**src/rtl/mem_arb_pkg.sv**
```systemverilog
// ---------------------------------------------------------------------------
// mem_arb_pkg
// Shared definitions for the memory arbiter slice.
//   calc_id_width : bits needed to encode a host index (never less than 1)
//   host_idx_t    : host index type, wide enough for the largest host count
// ---------------------------------------------------------------------------
package mem_arb_pkg;

    localparam int unsigned MaxHosts = 8;

    // Width of an index into 'num' hosts; a single host still needs one bit.
    function automatic int unsigned calc_id_width(input int unsigned num);
        int unsigned w;
        if (num > 32'd1) begin
            w = $clog2(num);
        end else begin
            w = 32'd1;
        end
        return w;
    endfunction

    localparam int unsigned MaxHostIdWidth = calc_id_width(MaxHosts);

    typedef logic [MaxHostIdWidth-1:0] host_idx_t;

endpackage

```
**src/rtl/mem_arb_id_fifo.sv**
```systemverilog
// ---------------------------------------------------------------------------
// mem_arb_id_fifo
// In-order FIFO of host indices for requests accepted by memory but not yet
// answered. Push is ignored when full, pop is ignored when empty.
//   clk_i, rst_ni : clock, asynchronous active-low reset
//   push, push_id : enqueue push_id
//   pop           : dequeue the head entry
//   full, empty   : occupancy flags
//   head          : oldest entry (valid when !empty)
// ---------------------------------------------------------------------------
module mem_arb_id_fifo #(
    parameter int unsigned Depth = 2,
    parameter int unsigned Width = 1
) (
    input  logic             clk_i,
    input  logic             rst_ni,
    input  logic             push,
    input  logic [Width-1:0] push_id,
    input  logic             pop,
    output logic             full,
    output logic             empty,
    output logic [Width-1:0] head
);

    localparam int unsigned PtrWidth = (Depth > 32'd1) ? $clog2(Depth) : 32'd1;
    localparam int unsigned CntWidth = $clog2(Depth + 32'd1);

    typedef logic [PtrWidth-1:0] ptr_t;
    typedef logic [CntWidth-1:0] cnt_t;

    logic [Depth-1:0][Width-1:0] slot_r;
    ptr_t                        wr_ptr_r;
    ptr_t                        rd_ptr_r;
    cnt_t                        count_r;
    logic                        push_ok_s;
    logic                        pop_ok_s;

    // Pointers wrap at Depth, which need not be a power of two.
    function automatic ptr_t ptr_inc(input ptr_t p);
        ptr_t n;
        if (p == ptr_t'(Depth - 32'd1)) begin
            n = '0;
        end else begin
            n = p + ptr_t'(1);
        end
        return n;
    endfunction

    assign full      = (count_r == cnt_t'(Depth));
    assign empty     = (count_r == cnt_t'(0));
    assign push_ok_s = push & ~full;
    assign pop_ok_s  = pop & ~empty;

    // Head mux: select the slot addressed by the read pointer
    always_comb begin
        head = '0;
        for (int i = 0; i < int'(Depth); i++) begin
            head = (rd_ptr_r == ptr_t'(i)) ? slot_r[i] : head;
        end
    end

    // Storage: write the slot addressed by the write pointer on push
    always_ff @(posedge clk_i or negedge rst_ni) begin
        if (!rst_ni) begin
            slot_r <= '0;
        end else begin
            for (int i = 0; i < int'(Depth); i++) begin
                if (push_ok_s && (wr_ptr_r == ptr_t'(i))) begin
                    slot_r[i] <= push_id;
                end else begin
                    slot_r[i] <= slot_r[i];
                end
            end
        end
    end

    // Pointers and occupancy count; simultaneous push and pop keep the count
    always_ff @(posedge clk_i or negedge rst_ni) begin
        if (!rst_ni) begin
            wr_ptr_r <= '0;
            rd_ptr_r <= '0;
            count_r  <= '0;
        end else begin
            wr_ptr_r <= push_ok_s ? ptr_inc(wr_ptr_r) : wr_ptr_r;
            rd_ptr_r <= pop_ok_s ? ptr_inc(rd_ptr_r) : rd_ptr_r;
            case ({push_ok_s, pop_ok_s})
                2'b10:   count_r <= count_r + cnt_t'(1);
                2'b01:   count_r <= count_r - cnt_t'(1);
                default: count_r <= count_r;
            endcase
        end
    end

endmodule

```
**src/rtl/mem_arbiter.sv**
```systemverilog
// ---------------------------------------------------------------------------
// mem_arbiter
// Round-robin arbiter sharing one memory request port among NumHosts hosts.
// Winner selection, grant and response routing are combinational; the
// round-robin pointer, the in-order ID FIFO and the error flag are registered.
//   clk_i, rst_ni           : clock, asynchronous active-low reset
//   host_req/we/be/addr/wdata_i : per-host request fields
//   host_gnt_o              : one-hot grant, only in an accepted cycle
//   host_rvalid_o           : one-hot response valid, routed by the ID FIFO
//   host_rdata_o            : shared response data, zero when no rvalid
//   mem_*                   : memory request (req/gnt) and response ports
//   err_o                   : sticky flag, response arrived with nothing pending
// ---------------------------------------------------------------------------
module mem_arbiter
    import mem_arb_pkg::*;
#(
    parameter int unsigned NumHosts       = 2,
    parameter int unsigned AddrWidth      = 32,
    parameter int unsigned DataWidth      = 32,
    parameter int unsigned MaxOutstanding = 2
) (
    input  logic                                   clk_i,
    input  logic                                   rst_ni,
    input  logic [NumHosts-1:0]                    host_req_i,
    output logic [NumHosts-1:0]                    host_gnt_o,
    input  logic [NumHosts-1:0]                    host_we_i,
    input  logic [NumHosts-1:0][DataWidth/8-1:0]   host_be_i,
    input  logic [NumHosts-1:0][AddrWidth-1:0]     host_addr_i,
    input  logic [NumHosts-1:0][DataWidth-1:0]     host_wdata_i,
    output logic [NumHosts-1:0]                    host_rvalid_o,
    output logic [DataWidth-1:0]                   host_rdata_o,
    output logic                                   mem_req_o,
    input  logic                                   mem_gnt_i,
    output logic                                   mem_we_o,
    output logic [DataWidth/8-1:0]                 mem_be_o,
    output logic [AddrWidth-1:0]                   mem_addr_o,
    output logic [DataWidth-1:0]                   mem_wdata_o,
    input  logic                                   mem_rvalid_i,
    input  logic [DataWidth-1:0]                   mem_rdata_i,
    output logic                                   err_o
);

    localparam int unsigned HostIdWidth = calc_id_width(NumHosts);

    host_idx_t                rr_ptr_r;
    host_idx_t                rr_ptr_nxt_s;
    host_idx_t                winner_s;
    host_idx_t                head_idx_s;
    logic [NumHosts-1:0]      mask_s;
    logic [NumHosts-1:0]      req_masked_s;
    logic [NumHosts-1:0]      req_pick_s;
    logic                     any_req_s;
    logic                     mem_req_s;
    logic                     accept_s;
    logic                     pop_s;
    logic                     fifo_full_s;
    logic                     fifo_empty_s;
    logic [HostIdWidth-1:0]   fifo_push_id_s;
    logic [HostIdWidth-1:0]   fifo_head_s;
    logic                     err_r;

    // Round-robin winner: lowest requester at or above rr_ptr, else wrap to
    // the lowest requester overall. Scanning downwards leaves the lowest hit.
    always_comb begin
        mask_s   = '0;
        winner_s = '0;
        for (int i = 0; i < int'(NumHosts); i++) begin
            mask_s[i] = (i >= int'(rr_ptr_r));
        end
        req_masked_s = host_req_i & mask_s;
        req_pick_s   = (|req_masked_s) ? req_masked_s : host_req_i;
        for (int i = int'(NumHosts) - 1; i >= 0; i--) begin
            winner_s = req_pick_s[i] ? host_idx_t'(i) : winner_s;
        end
        rr_ptr_nxt_s = (winner_s == host_idx_t'(NumHosts - 32'd1)) ?
                       host_idx_t'(0) : (winner_s + host_idx_t'(1));
    end

    // Capacity is judged on the count before any same-cycle pop, so a full
    // FIFO blocks the request even while a response is draining it.
    assign any_req_s      = |host_req_i;
    assign mem_req_s      = rst_ni & any_req_s & ~fifo_full_s;
    assign accept_s       = mem_req_s & mem_gnt_i;
    assign pop_s          = rst_ni & mem_rvalid_i & ~fifo_empty_s;
    assign fifo_push_id_s = winner_s[HostIdWidth-1:0];
    assign head_idx_s     = host_idx_t'(fifo_head_s);

    mem_arb_id_fifo #(
        .Depth (MaxOutstanding),
        .Width (HostIdWidth)
    ) u_id_fifo (
        .clk_i   (clk_i),
        .rst_ni  (rst_ni),
        .push    (accept_s),
        .push_id (fifo_push_id_s),
        .pop     (pop_s),
        .full    (fifo_full_s),
        .empty   (fifo_empty_s),
        .head    (fifo_head_s)
    );

    // Output routing: grant/rvalid decode and the winner's request fields.
    // Everything is forced to zero while reset is asserted.
    always_comb begin
        host_gnt_o    = '0;
        host_rvalid_o = '0;
        mem_we_o      = 1'b0;
        mem_be_o      = '0;
        mem_addr_o    = '0;
        mem_wdata_o   = '0;
        for (int i = 0; i < int'(NumHosts); i++) begin
            host_gnt_o[i]    = accept_s & (winner_s == host_idx_t'(i));
            host_rvalid_o[i] = pop_s & (head_idx_s == host_idx_t'(i));
            mem_we_o    = (rst_ni && (winner_s == host_idx_t'(i))) ? host_we_i[i]    : mem_we_o;
            mem_be_o    = (rst_ni && (winner_s == host_idx_t'(i))) ? host_be_i[i]    : mem_be_o;
            mem_addr_o  = (rst_ni && (winner_s == host_idx_t'(i))) ? host_addr_i[i]  : mem_addr_o;
            mem_wdata_o = (rst_ni && (winner_s == host_idx_t'(i))) ? host_wdata_i[i] : mem_wdata_o;
        end
        mem_req_o    = mem_req_s;
        host_rdata_o = pop_s ? mem_rdata_i : '0;
    end

    // Round-robin pointer: moves past the winner only on an accepted request
    always_ff @(posedge clk_i or negedge rst_ni) begin
        if (!rst_ni) begin
            rr_ptr_r <= '0;
        end else if (accept_s) begin
            rr_ptr_r <= rr_ptr_nxt_s;
        end else begin
            rr_ptr_r <= rr_ptr_r;
        end
    end

    // Sticky error: a response with no pending request; only reset clears it
    always_ff @(posedge clk_i or negedge rst_ni) begin
        if (!rst_ni) begin
            err_r <= 1'b0;
        end else if (mem_rvalid_i && fifo_empty_s) begin
            err_r <= 1'b1;
        end else begin
            err_r <= err_r;
        end
    end

    assign err_o = err_r;

endmodule

```
**config.mk**
```make
export PLATFORM = sky130hd
export DESIGN_NAME = mem_arbiter
export DESIGN_NICKNAME = d
export VERILOG_FILES = /design/src/rtl/mem_arb_pkg.sv /design/src/rtl/mem_arb_id_fifo.sv /design/src/rtl/mem_arbiter.sv
export SDC_FILE = /design/constraint.sdc
export NUM_CORES = 1
export LEC_CHECK = 0
export CORE_AREA = 5 5 107 109
export CTS_BUF_LIST = sky130_fd_sc_hd__clkbuf_2 sky130_fd_sc_hd__clkbuf_4 sky130_fd_sc_hd__clkbuf_8
export CTS_CLUSTER_SIZE = 25
export DETAILED_ROUTE_END_ITERATION = 10
export DIE_AREA = 0 0 112 114
export PLACE_DENSITY = 0.79
export RECOVER_POWER = 25
export SLEW_MARGIN = 30
export SYNTH_ARGS = -nofsm -noshare
export SYNTH_HDL_FRONTEND = slang
export SYNTH_SLANG_ARGS = --single-unit
```
**constraint.sdc**
```tcl
create_clock -name clk_i -period 4.9 [get_ports clk_i]
set_clock_uncertainty 0.1 [all_clocks]
set_input_delay 0.735 -clock clk_i [delete_from_list [all_inputs] [get_ports clk_i]]
set_output_delay 0.735 -clock clk_i [all_outputs]
set_load 0.03 [all_outputs]
```
==> flow_summary.yaml <==
critical_path:
  rr_worst_depth: 3
  endpoint_kind: "output port"
  cp.arrival_ps: 3260
  path_class: "in2out"
  r2r_start: "rr_ptr_r[0]$_DFFE_PN0N_"
  r2r-end: "rr_ptr_r[0]$_DFFE_PN0N_"
  startpoint_type: "input pin"
  path_max_fanout: 70
  crit_required_ps: 4070
  r2r_slack_ps: 2800
placement:
  dp.cells: 710
  finalWeightedCongestion: 0.889
  hpwlAfterDp_um: 10000
  port_buffers: 282
logic_synthesis:
  synth_cells: 327
  ys_top_cells_by_area: "o211ai_1 (26%), a21oi_1 (17%), o21ai_1 (17%)"
  synth_ff_type: "dfrtp_1"
  synthMuxAreaShare_pct: 1.80
  synth-simple-area-share_pct: 13.9
  synth_compound_area_share_pct: 61.3
  syn_area_um2: 2020
  synth_top_family_by_area: "compound AO/OA/AOI/OAI gates"
  seq_area_frac_synth_pct: 9.91
  ys_top_cells_by_count: "a21oi_1 (69), o211ai_1 (69), o21ai_1 (69), and2_1 (33), clkbuf_1 (33)"
  synth_cell_types: 27
  synth_top_area_share_pct: 25.7
  avgSynthCellArea_um2: 6.18
  synthAdderAreaFrac_pct: 0.620
  synth_xor_area_share_pct: 2.17
  ys_ff_latch: 8
  async_reset_ff_share_pct: 100
  synth_area_leader_cell: "o211ai_1"
  synth_edf_count: 0
  yosysWarnings: 0
  syn_nets: 504
pwr:
  clkPwrFrac_pct: 7.7
  pwr-share-seq_pct: 14.1
  peakVddDrop_mv: 0.165
  combPwrFrac_pct: 78.2
  internal_power_uw: 566
  pwr_density_cell_nw_per_um2: 235
  power_leakage_uw: 0.00167
  switching_share_pct: 51.3
  switching_power_uw: 596
finish:
  final-seq-area_um2: 201
  drive_gt1_share_pct: 3.66
  nFillCells: 983
  utilization_pct: 47.1
  multi_input_area_um2: 1610
  diodes: 0
  final_nets: 752
  layout.cells.non_filler: 714
  area_growth_pct: 145
clocking:
  tritoncts: "done"
  hold_buffers: 0
  clock_path_buffers: 2
  postCtsSetupBuffers: 0
  insertion_delay_ps: 230
  htree_num_levels: 1
  cts_resized: 0
  cts_buffers: 3
  clk_pin_slew_worst_paths_ps: 40
  clock_sinks: 8
  clock-root-buffer: "clkbuf_8"
floorplan:
  initial_core_util_pct: 19.2
  core_area_um2: 10500
  num_io_pins: 283
  die_w_um: 112
  dieArea_um2: 12800
  die_y_um: 114
  num_rows: 38
routing:
  avgViaCountPerCell: 5.06
  wl_um: 12700
  ant_nets: 0
  first_pass_iters: 4
  vias: 3614
  drc: 0
  wl_per_cell_um: 17.8
  drt_iter0_drc: 370
global_routing:
  grtUsageTotal_pct: 18.5
  grt_antenna_before_repair: 0
  grt_pass1_vias: 3742
  grt.overflow.total: 0
  grt_pass1_wl_um: 19600
  grt_max_degree: 71
timing:
  period_share_pct: 83.5
  setup_viol: 0
  rsz0062_at_grt: "false"
  timing.final.hold_violations: 0
  min_period_ps: 4090
  tns_ps: 0
  slew_violations: 0
  max-slew-margin-rel_pct: 21.3
  tightestPinTransition_ps: 1180
  fmax_mhz: 244
hold_path:
  worstHoldPathCells: 1
  hold_class: "reg2reg"
  holdCritStartpoint: "err_o$_DFFE_PN0P_"
  worstHoldEndpoint: "err_o$_DFFE_PN0P_"
job:
  max_cap_violations: 0
status:
  outcome: "finished, final reports clean"
==> how the worst max path moves through the flow <==
stage | to | cells after the start | start | slack [ps]
final | mem_wdata_o[31] | 4 | rst_ni | 810
after global routing | mem_wdata_o[31] | 4 | rst_ni | 550
after CTS | host_rdata_o[24] | 6 | rst_ni | 800
after detailed placement | host_rdata_o[24] | 6 | rst_ni | 810
after global placement | mem_wdata_o[31] | 4 | rst_ni | 820
after floorplan | mem_wdata_o[16] | 5 | host_req_i[0] | 2160
==> cell type report <==
type / count / share of cell area [%]
clock buffer: 4 / 0.986
inverter: 3 / 0.228
multi-input combinational: 268 / 32.6
sequential: 8 / 4.07
tap: 140 / 3.54
timing repair buffer: 291 / 58.6
==> power by group through the flow <==
stage          Clock (uW)  Sequential, uW  Combinational (uW)
2_1_floorplan           0             115                 552
3_3_place_gp            0             161                 908
3_5_place_dp            0             163                 918
4_1_cts              91.3             163                 922
5_1_grt              94.7             171                 970
6_report             89.7             164                 908
==> layout by cell type, fill, tap and decap left out, drive strengths merged <==
cell           count
mux2               2
xor2               2
nor4b              1
dfrtp              8
or3                1
buf               10
ha                 1
clkbuf             4
inv                3
nor2b              2
a21oi             69
nand2              2
dlygate4sd3       15
o41ai              1
xnor2              3
o211ai            69
clkdlybuf4s50    266
o31ai              1
mux2i              1
o21ai             70
nor3               2
nor2               7
and2              33
a21o               1
==> per-layer routing <==
layer  track usage (%)  wire length (um)  up-vias
met1              20.4              4720     1663
met4              4.41               129        0
met5                 0                 0        -
met2              34.9              6590      214
li1                  -                 -     1728
met3              5.36              1300        9
==> stage by stage <==
step	instance area (um^2)	hold slack [ps]	setup slack [ps]	power [uW]
after floorplan	2020	339	2160	667
after global placement	4900	371	825	1070
after detailed placement	4910	381	808	1080
after CTS	4950	393	801	1180
after global routing	4950	424	552	1240
final	4950	386	810	1160
==> logic make-up (layout without fill, tap and decap cells) <==
| kind of cell | Yosys count | after routing |
|---|---|---|
| AOI/OAI and AO/OA | 211 | 211 |
| buffers and inverters | 51 | 298 |
| and+or+nand+nor | 48 | 48 |
| DFF | 8 | 8 |
| xor gates and xnor gates | 5 | 5 |
| muxes | 3 | 3 |
| adders and majority gates | 1 | 1 |
==> critical path, stage by stage <==
cell	delay, ps
dlygate4sd3_1	830
inv_2	560
a21oi_1	370
clkdlybuf4s50_1	740
==> registers in the layout, indices dropped and copies added, names as in the netlist <==
| register | cells |
|---|---|
| u_id_fifo.rd_ptr_r | 1 |
| u_id_fifo.count_r | 2 |
| rr_ptr_r | 1 |
| u_id_fifo.slot_r | 2 |
| err_o | 1 |
| u_id_fifo.wr_ptr_r | 1 |
No activity file was read; power rests on OpenSTA's default activity.
